File: src/rtl/pwr_switch_seq.sv
// Staged power-switch sequencer for one switchable power domain.
// Turns switch segments on one at a time (low to high) with a settle delay
// between them, and off in reverse order. A per-segment ack timeout keeps a
// dead switch from stalling the domain power FSM.
module pwr_switch_seq #(
  parameter int N_SEG = 4,
  parameter int DLY_W = 8,
  parameter int TO_W  = 12
) (
  input  logic             i_aon_clk,
  input  logic             i_soc_pwr_on_rst_n,
  input  logic             i_pwr_on_req,
  input  logic [DLY_W-1:0] i_seg_dly,
  input  logic [TO_W-1:0]  i_timeout,
  input  logic [N_SEG-1:0] i_sw_ack,
  input  logic             i_err_clr,
  output logic [N_SEG-1:0] o_sw_en,
  output logic             o_pwr_on_ack,
  output logic             o_busy,
  output logic             o_timeout_err
);

  localparam int IDX_W = (N_SEG > 1) ? $clog2(N_SEG) : 1;
  localparam logic [IDX_W-1:0] LAST_IDX = IDX_W'(N_SEG - 1);

  typedef enum logic [2:0] {
    ST_OFF,
    ST_UP_WAIT,
    ST_UP_DLY,
    ST_ON,
    ST_DN_WAIT,
    ST_DN_DLY
  } state_t;

  state_t           state_reg, state_next;
  logic [IDX_W-1:0] idx_reg, idx_next;
  logic [DLY_W-1:0] dly_cnt_reg, dly_cnt_next;
  logic [TO_W-1:0]  to_cnt_reg, to_cnt_next;
  logic [N_SEG-1:0] sw_en_next;
  logic [N_SEG-1:0] cur_oh;
  logic [N_SEG-1:0] nxt_oh;
  logic             en_set;
  logic             en_clr;
  logic             err_set;
  logic             err_next;
  logic             ack_next;
  logic             busy_next;
  logic             cur_ack;
  logic             to_expired;

  // One-hot decodes of the current and next segment index; avoids
  // out-of-range part selects when N_SEG is not a power of two.
  generate
    for (genvar gi = 0; gi < N_SEG; gi++) begin : g_idx_dec
      assign cur_oh[gi] = (idx_reg == IDX_W'(gi));
      assign nxt_oh[gi] = (idx_next == IDX_W'(gi));
    end
  endgenerate

  assign cur_ack    = |(i_sw_ack & cur_oh);
  // A zero timeout disables the watchdog; otherwise expire on the cycle the
  // wait has lasted i_timeout edges.
  assign to_expired = (i_timeout != '0) && (to_cnt_reg == (i_timeout - TO_W'(1)));

  // Next-state logic; request reversal outranks ack and delay events.
  always_comb begin
    state_next   = state_reg;
    idx_next     = idx_reg;
    dly_cnt_next = dly_cnt_reg;
    to_cnt_next  = to_cnt_reg;
    en_set       = 1'b0;
    en_clr       = 1'b0;
    err_set      = 1'b0;
    case (state_reg)
      ST_OFF: begin
        if (i_pwr_on_req) begin
          idx_next    = '0;
          en_set      = 1'b1;
          to_cnt_next = '0;
          state_next  = ST_UP_WAIT;
        end
      end
      ST_UP_WAIT: begin
        if (!i_pwr_on_req) begin
          en_clr      = 1'b1;
          to_cnt_next = '0;
          state_next  = ST_DN_WAIT;
        end else if (cur_ack || to_expired) begin
          err_set = !cur_ack;
          if (idx_reg == LAST_IDX) begin
            state_next = ST_ON;
          end else begin
            dly_cnt_next = i_seg_dly;
            state_next   = ST_UP_DLY;
          end
        end else begin
          to_cnt_next = to_cnt_reg + TO_W'(1);
        end
      end
      ST_UP_DLY: begin
        if (!i_pwr_on_req) begin
          en_clr      = 1'b1;
          to_cnt_next = '0;
          state_next  = ST_DN_WAIT;
        end else if (dly_cnt_reg == '0) begin
          idx_next    = idx_reg + IDX_W'(1);
          en_set      = 1'b1;
          to_cnt_next = '0;
          state_next  = ST_UP_WAIT;
        end else begin
          dly_cnt_next = dly_cnt_reg - DLY_W'(1);
        end
      end
      ST_ON: begin
        if (!i_pwr_on_req) begin
          en_clr      = 1'b1;
          to_cnt_next = '0;
          state_next  = ST_DN_WAIT;
        end
      end
      ST_DN_WAIT: begin
        if (i_pwr_on_req) begin
          en_set      = 1'b1;
          to_cnt_next = '0;
          state_next  = ST_UP_WAIT;
        end else if (!cur_ack || to_expired) begin
          err_set = cur_ack;
          if (idx_reg == '0) begin
            state_next = ST_OFF;
          end else begin
            dly_cnt_next = i_seg_dly;
            state_next   = ST_DN_DLY;
          end
        end else begin
          to_cnt_next = to_cnt_reg + TO_W'(1);
        end
      end
      ST_DN_DLY: begin
        if (i_pwr_on_req) begin
          en_set      = 1'b1;
          to_cnt_next = '0;
          state_next  = ST_UP_WAIT;
        end else if (dly_cnt_reg == '0) begin
          idx_next    = idx_reg - IDX_W'(1);
          en_clr      = 1'b1;
          to_cnt_next = '0;
          state_next  = ST_DN_WAIT;
        end else begin
          dly_cnt_next = dly_cnt_reg - DLY_W'(1);
        end
      end
      default: begin
        state_next = ST_OFF;
      end
    endcase
  end

  // Output next values: enables move one bit at a time so they stay a
  // thermometer code; a new timeout beats a simultaneous clear.
  always_comb begin
    sw_en_next = o_sw_en;
    if (en_set) begin
      sw_en_next = o_sw_en | nxt_oh;
    end else if (en_clr) begin
      sw_en_next = o_sw_en & ~nxt_oh;
    end
    ack_next  = (state_next == ST_ON);
    busy_next = (state_next == ST_UP_WAIT) || (state_next == ST_UP_DLY) ||
                (state_next == ST_DN_WAIT) || (state_next == ST_DN_DLY);
    err_next  = err_set || (o_timeout_err && !i_err_clr);
  end

  // State and registered outputs; reset drops every enable immediately.
  always_ff @(posedge i_aon_clk or negedge i_soc_pwr_on_rst_n) begin
    if (!i_soc_pwr_on_rst_n) begin
      state_reg     <= ST_OFF;
      idx_reg       <= '0;
      dly_cnt_reg   <= '0;
      to_cnt_reg    <= '0;
      o_sw_en       <= '0;
      o_pwr_on_ack  <= 1'b0;
      o_busy        <= 1'b0;
      o_timeout_err <= 1'b0;
    end else begin
      state_reg     <= state_next;
      idx_reg       <= idx_next;
      dly_cnt_reg   <= dly_cnt_next;
      to_cnt_reg    <= to_cnt_next;
      o_sw_en       <= sw_en_next;
      o_pwr_on_ack  <= ack_next;
      o_busy        <= busy_next;
      o_timeout_err <= err_next;
    end
  end

endmodule

File: config.mk
export PLATFORM = sky130hd
export DESIGN_NAME = pwr_switch_seq
export DESIGN_NICKNAME = d
export VERILOG_FILES = /design/src/rtl/pwr_switch_seq.sv
export SDC_FILE = /design/constraint.sdc
export NUM_CORES = 1
export LEC_CHECK = 0
export ABC_AREA = 1
export CAP_MARGIN = 20
export CORE_MARGIN = 10
export CORE_UTILIZATION = 45
export CTS_CLUSTER_DIAMETER = 80
export DETAILED_ROUTE_END_ITERATION = 10
export PLACE_DENSITY = 0.66
export SYNTH_ARGS = -nofsm -noshare
export SYNTH_HDL_FRONTEND = slang
export SYNTH_SLANG_ARGS = --single-unit
File: constraint.sdc
create_clock -name i_aon_clk -period 4.2 [get_ports i_aon_clk]
set_input_delay 1.26 -clock i_aon_clk [delete_from_list [all_inputs] [get_ports i_aon_clk]]
set_output_delay 1.26 -clock i_aon_clk [all_outputs]
set_load 0.01 [all_outputs]
==> impl_metrics.yaml, run 1 <==
run_status:
  outcome: "finished clean"
synthesis:
  avgSynthCellArea_um2: 6.53
  yosysTopAreaCell: "dfrtp_1"
  syn_area_um2: 2760
  ys_async_sr_fraction_pct: 100
  yosysSeqAreaShare_pct: 29.1
  synth_seq_cells: 32
  synth_most_common_cell: "nand2_1"
  synth_edf_count: 0
  synth-main-ff-cell: "dfrtp_1"
  netlist_instances: 422
  synth_top_cells_by_area: "dfrtp_1, nand2_1, inv_1"
  synth_top_area_share_pct: 29.1
  synth_cell_types: 43
  yosysWarnings: 0
  synth_nets: 458
  synthTopCellsByCount: "nand2_1, inv_1, nor2_1, dfrtp_1, nand3_1"
detailed_routing:
  ant_nets: 0
  drcViolationCount: 0
  vias_per_cell: 4.88
  post_drt_wl_per_cell_um: 11.7
  num_vias: 2603
  drtPass1Iterations: 4
  drt_iter0_markers: 108
  totalWireLength_um: 6260
timing:
  grt_setup_unrepaired: "no"
  finalHoldViolations: 0
  period_share_pct: 83.1
  period_minus_slack_ns: 3.49
  fin_tns_setup_ns: 0
  max_slew_margin_pct: 57.8
  setup_viol: 0
  final_max_slew_viol_count: 0
  fmax_ghz: 0.287
  skew_ns: 0.00717
  tightestPinTransition_ns: 0.632
power:
  powerDensity_nw_per_um2: 543
  p_total_uw: 1760
  p_leak_uw: 0.00154
  ir_drop_mv: 0.283
grt:
  grt_overflow: 0
  grt_pass1_vias: 2460
  grt_antenna_before_repair: 0
  grt_max_degree: 33
  grt_use_total_pct: 12.8
  grt_pass1_wl_um: 10800
clocking:
  h-tree-depth: 2
  post-cts-setup-buffer-count: 0
  tritoncts: "done"
  cts.path.max_buffers: 2
  cts.repair.resized: 0
  clock-sinks: 32
  cts_hold_buf: 0
  clkTransAtPathRegs_ns: 0.07
  clockRootBuffer: "clkbuf_8"
  clock_latency_ns: 0.28
  cts_buffers: 5
floorplanning:
  die_h_um: 98.2
  num_io_pins: 35
  die_area_um2: 9650
  start_util_pct: 46.5
  coreArea_um2: 5920
  die-width_um: 98.2
  placementRows: 28
final_layout:
  final_cell_area_um2: 3230
  finalNetCount: 494
  fill_cells: 593
  drive_above_1_share_pct: 10.3
  n_antenna_cell: 0
  final_util_pct: 54.6
  synthToLayoutAreaGrowth_pct: 17.3
placement:
  port-buffer-count: 34
  dpl-instance-area_um2: 3150
  hpwl_um: 4880
  gp_congestion: 0.868
worst_setup_path:
  start_kind: "primary input"
  path_class: "in -> reg"
  setup.worst_path.end_class: "flip-flop"
  cp.arrival_ns: 3.66
  crit_fanout: 13
  crit_required_ns: 4.37
min_path:
  hp-class: "reg -> reg"
run:
  drv_cap: 0
==> worst max-delay path, cell delays in order <==
cell and delay, ns:
clkdlybuf4s50_1 0.42, inv_1 0.12, ha_1 0.20, nand2_1 0.09
nor2_2 0.18, nand3_1 0.12, a21oi_1 0.15, nor2_1 0.08
nand4_4 0.10, nand2_4 0.08, o211ai_2 0.52, inv_1 0.19
nand2_1 0.10, nand2_1 0.05
==> per-stage QoR <==
stage / instances / hold WS [ns] / setup slack (ns)
2_1_floorplan: 422 / 0.449 / 1.29
6_report: 533 / 0.494 / 0.711
4_1_cts: 533 / 0.497 / 0.737
3_5_place_dp: 526 / 0.475 / 0.431
5_1_grt: 533 / 0.523 / 0.450
3_3_place_gp: 526 / 0.479 / 0.506
==> logic make-up (layout without fill, tap and decap cells) <==
logic type | count (synthesis) | in the layout | share of synthesized area, %
compound gates | 75 | 75 | 16.8
xor+xnor | 8 | 8 | 2.54
fa+ha+maj | 8 | 8 | 3.63
buf+inv | 75 | 111 | 11.2
flops | 32 | 32 | 29.1
simple gates | 224 | 224 | 36.7
==> cells in the final DEF (no fill, tap or decap), drive strengths merged, types with 3 or more instances in the layout <==
cell,instances
nand4,6
o21ai,38
nand2,131
nand3,23
nor2,54
ha,8
o22ai,5
dfrtp,32
xor2,5
clkbuf,5
nor3,5
xnor2,3
clkdlybuf4s50,34
inv,67
a21oi,20
o211ai,3
==> report_power, final <==
group          switching [µW]  total, µW  internal [µW]  leakage [µW]
Clock                     114        226            112     0.0000400
Combinational             648       1020            376       0.00108
Sequential               95.5        506            411      0.000417
==> metal layers <==
layer  routed length, µm  global-route usage [%]  vias up
met5                   0                       0        -
met4                  34                    3.75        0
met3                 258                    3.03        4
met2                3010                    21.8       56
met1                2960                    15.7     1126
li1                    -                       -     1417
==> final cells by class <==
type | count | area [µm²] | area share [%]
multi-input combinational | 315 | 1650 | 50.9
sequential | 32 | 801 | 24.8
timing repair buffer | 36 | 355 | 11.0
inverter | 68 | 255 | 7.90
tap | 75 | 93.8 | 2.90
clock buffer | 5 | 68.8 | 2.13
clock inverter | 2 | 12.5 | 0.387
==> final timing paths <==
| path | startpoint | to | slack [ns] | depth (start not counted) |
|---|---|---|---|---|
| worst max-delay path | i_timeout[0] | dly_cnt_reg[4] | 0.71 | 14 |
| worst min-delay path | flip-flop | flip-flop | 0.49 | 2 |
| worst max register to register | state_reg[2] | dly_cnt_reg[4] | 1.82 | 9 |
| worst min register to register | flip-flop | flip-flop | 0.49 | 2 |
| max in group asynchronous | i_soc_pwr_on_rst_n | to_cnt_reg[4] | 2.51 | 2 |
| min in group asynchronous | i_soc_pwr_on_rst_n | asynchronous set/reset pin | 1.38 | 2 |
No activity file was read; power rests on OpenSTA's default activity.
==> run 2, diff against run 1 <==
==> constraint.sdc (replaced) <==
create_clock -name i_aon_clk -period 3.6 [get_ports i_aon_clk]
set_input_delay 1.08 -clock i_aon_clk [delete_from_list [all_inputs] [get_ports i_aon_clk]]
set_output_delay 1.08 -clock i_aon_clk [all_outputs]
set_load 0.01 [all_outputs]
==> run 2 against run 1 <==
  * Utilization increased by 0.25 points
  * Sequential share of layout area decreased by 0.11 points
  * Setup slack lost 0.31 ns
  * Routed wire length grew 3.5%
  * Critical path type unchanged
  * Clock power rose by 18%
  * Final area grew 0.46%
  * Clock skew is 0.0014 ns higher
  * Largest cell class unchanged
  * Via count increased by 0.77%
==> impl_metrics.yaml, run 2 (synthesis gave the netlist of run 1 again) <==
run:
  drv_cap: 0
clocking:
  cts_buffers: 5
  clkTransAtPathRegs_ns: 0.07
  clock-sinks: 32
  tritoncts: "done"
  post-cts-setup-buffer-count: 0
  cts.path.max_buffers: 2
  cts.repair.resized: 0
  clockRootBuffer: "clkbuf_8"
  cts_hold_buf: 0
  h-tree-depth: 2
  clock_latency_ns: 0.28
floorplanning:
  placementRows: 28
  die_area_um2: 9650
  start_util_pct: 46.5
  coreArea_um2: 5920
  die-width_um: 98.2
  num_io_pins: 35
  die_h_um: 98.2
min_path:
  worstHoldStart: "dly_cnt_reg[7]"
  min_path_cells: 2
  hold-path-endpoint: "dly_cnt_reg[7]"
  hp-class: "reg -> reg"
timing:
  setup_viol: 0
  fmax_ghz: 0.313
  max_slew_margin_pct: 69.5
  period_minus_slack_ns: 3.20
  tightestPinTransition_ns: 0.456
  period_share_pct: 88.8
  final_max_slew_viol_count: 0
  finalHoldViolations: 0
  skew_ns: 0.00860
  grt_setup_unrepaired: "no"
  fin_tns_setup_ns: 0
worst_setup_path:
  setup.worst_path.end_class: "flip-flop"
  ff2ff_path_depth: 8
  crit_fanout: 11
  path_class: "in -> reg"
  start_kind: "primary input"
  cp.arrival_ns: 3.37
  reg2reg_slack_ns: 1.27
  startpoint: "i_timeout[0]"
  reg2reg_to: "dly_cnt_reg[0]"
  crit_required_ns: 3.78
  rr_startpoint: "state_reg[2]"
run_status:
  outcome: "finished clean"
detailed_routing:
  drtPass1Iterations: 4
  drcViolationCount: 0
  num_vias: 2623
  post_drt_wl_per_cell_um: 12.1
  vias_per_cell: 4.90
  ant_nets: 0
  drt_iter0_markers: 115
  totalWireLength_um: 6480
grt:
  grt_max_degree: 33
  grt_overflow: 0
  grt_use_total_pct: 13.3
  grt_pass1_vias: 2566
  grt_pass1_wl_um: 11100
  grt_antenna_before_repair: 0
power:
  power.switching_uw: 1010
  clkPwrFrac_pct: 12.8
  internal-power_uw: 1060
  p_comb_share_pct: 58.6
  switching_share_pct: 48.6
  p_leak_uw: 0.00155
  ir_drop_mv: 0.370
  seq_power_share_pct: 28.6
  powerDensity_nw_per_um2: 637
placement:
  port-buffer-count: 34
  hpwl_um: 5130
  gp_congestion: 0.873
final_layout:
  drive_above_1_share_pct: 10.7
  mostFrequentLayoutCell: "nand2_1"
  n_antenna_cell: 0
  synthToLayoutAreaGrowth_pct: 17.8
  final_util_pct: 54.8
  final_cell_mix: "nand2_1, inv_1, nor2_1"
  finalNetCount: 496
run 2: per-stage QoR:
step                      std cells  cell area, µm²  hold WS [ns]  power [µW]  setup slack (ns)
after CTS                       535            3250         0.495        2090             0.378
after detailed placement        528            3170         0.473        1810            0.0547
after floorplan                 422            2760         0.449        1550             0.874
after global placement          528            3170         0.482        1790             0.200
final                           535            3250         0.496        2070             0.405
after global routing            535            3250         0.519        2290            0.0659
run 2: worst max-delay path, stage by stage:
cell and delay (ns):
clkdlybuf4s50_1 0.42, inv_1 0.12, ha_1 0.21, nand2_1 0.09, nor2_2 0.17, nand3_1 0.13, a21oi_1 0.18, nor2_1 0.09
nand4_4 0.10, nand2_4 0.08, o211ai_2 0.39, inv_1 0.16, nand2_1 0.09, nand2_1 0.05
run 2: worst max-delay path by stage:
stage,end,depth (start not counted),slack (ns)
6_report,dly_cnt_reg[4],14,0.40
3_3_place_gp,dly_cnt_reg[7],14,0.20
3_5_place_dp,dly_cnt_reg[4],14,0.05
2_1_floorplan,dly_cnt_reg[5],14,0.87
4_1_cts,dly_cnt_reg[4],14,0.38
5_1_grt,dly_cnt_reg[2],14,0.07
run 2: power by group through the flow:
stage	Clock (µW)	Sequential, µW	Combinational [µW]
global placement	0	596	1190
CTS	274	593	1220
finish	266	592	1210
floorplan	0	575	975
detailed placement	0	596	1220
global route	290	612	1380
run 2: metal layers:
layer  up-vias  share of wire [%]  GRT usage, %
met5         -                  0             0
met4         0               0.83          3.53
met3         4                3.8          3.45
met2        46                 50          23.5
met1      1148                 46          15.6
li1       1425                  -             -
run 2: layout make-up:
cell class / count / area [µm²]
Clock buffer: 5 / 68.8
Clock inverter: 2 / 12.5
Fill cell: 624 / 2670
Inverter: 68 / 255
Multi-Input combinational cell: 315 / 1650
Sequential cell: 32 / 801
Tap cell: 75 / 93.8
Timing Repair Buffer: 38 / 370
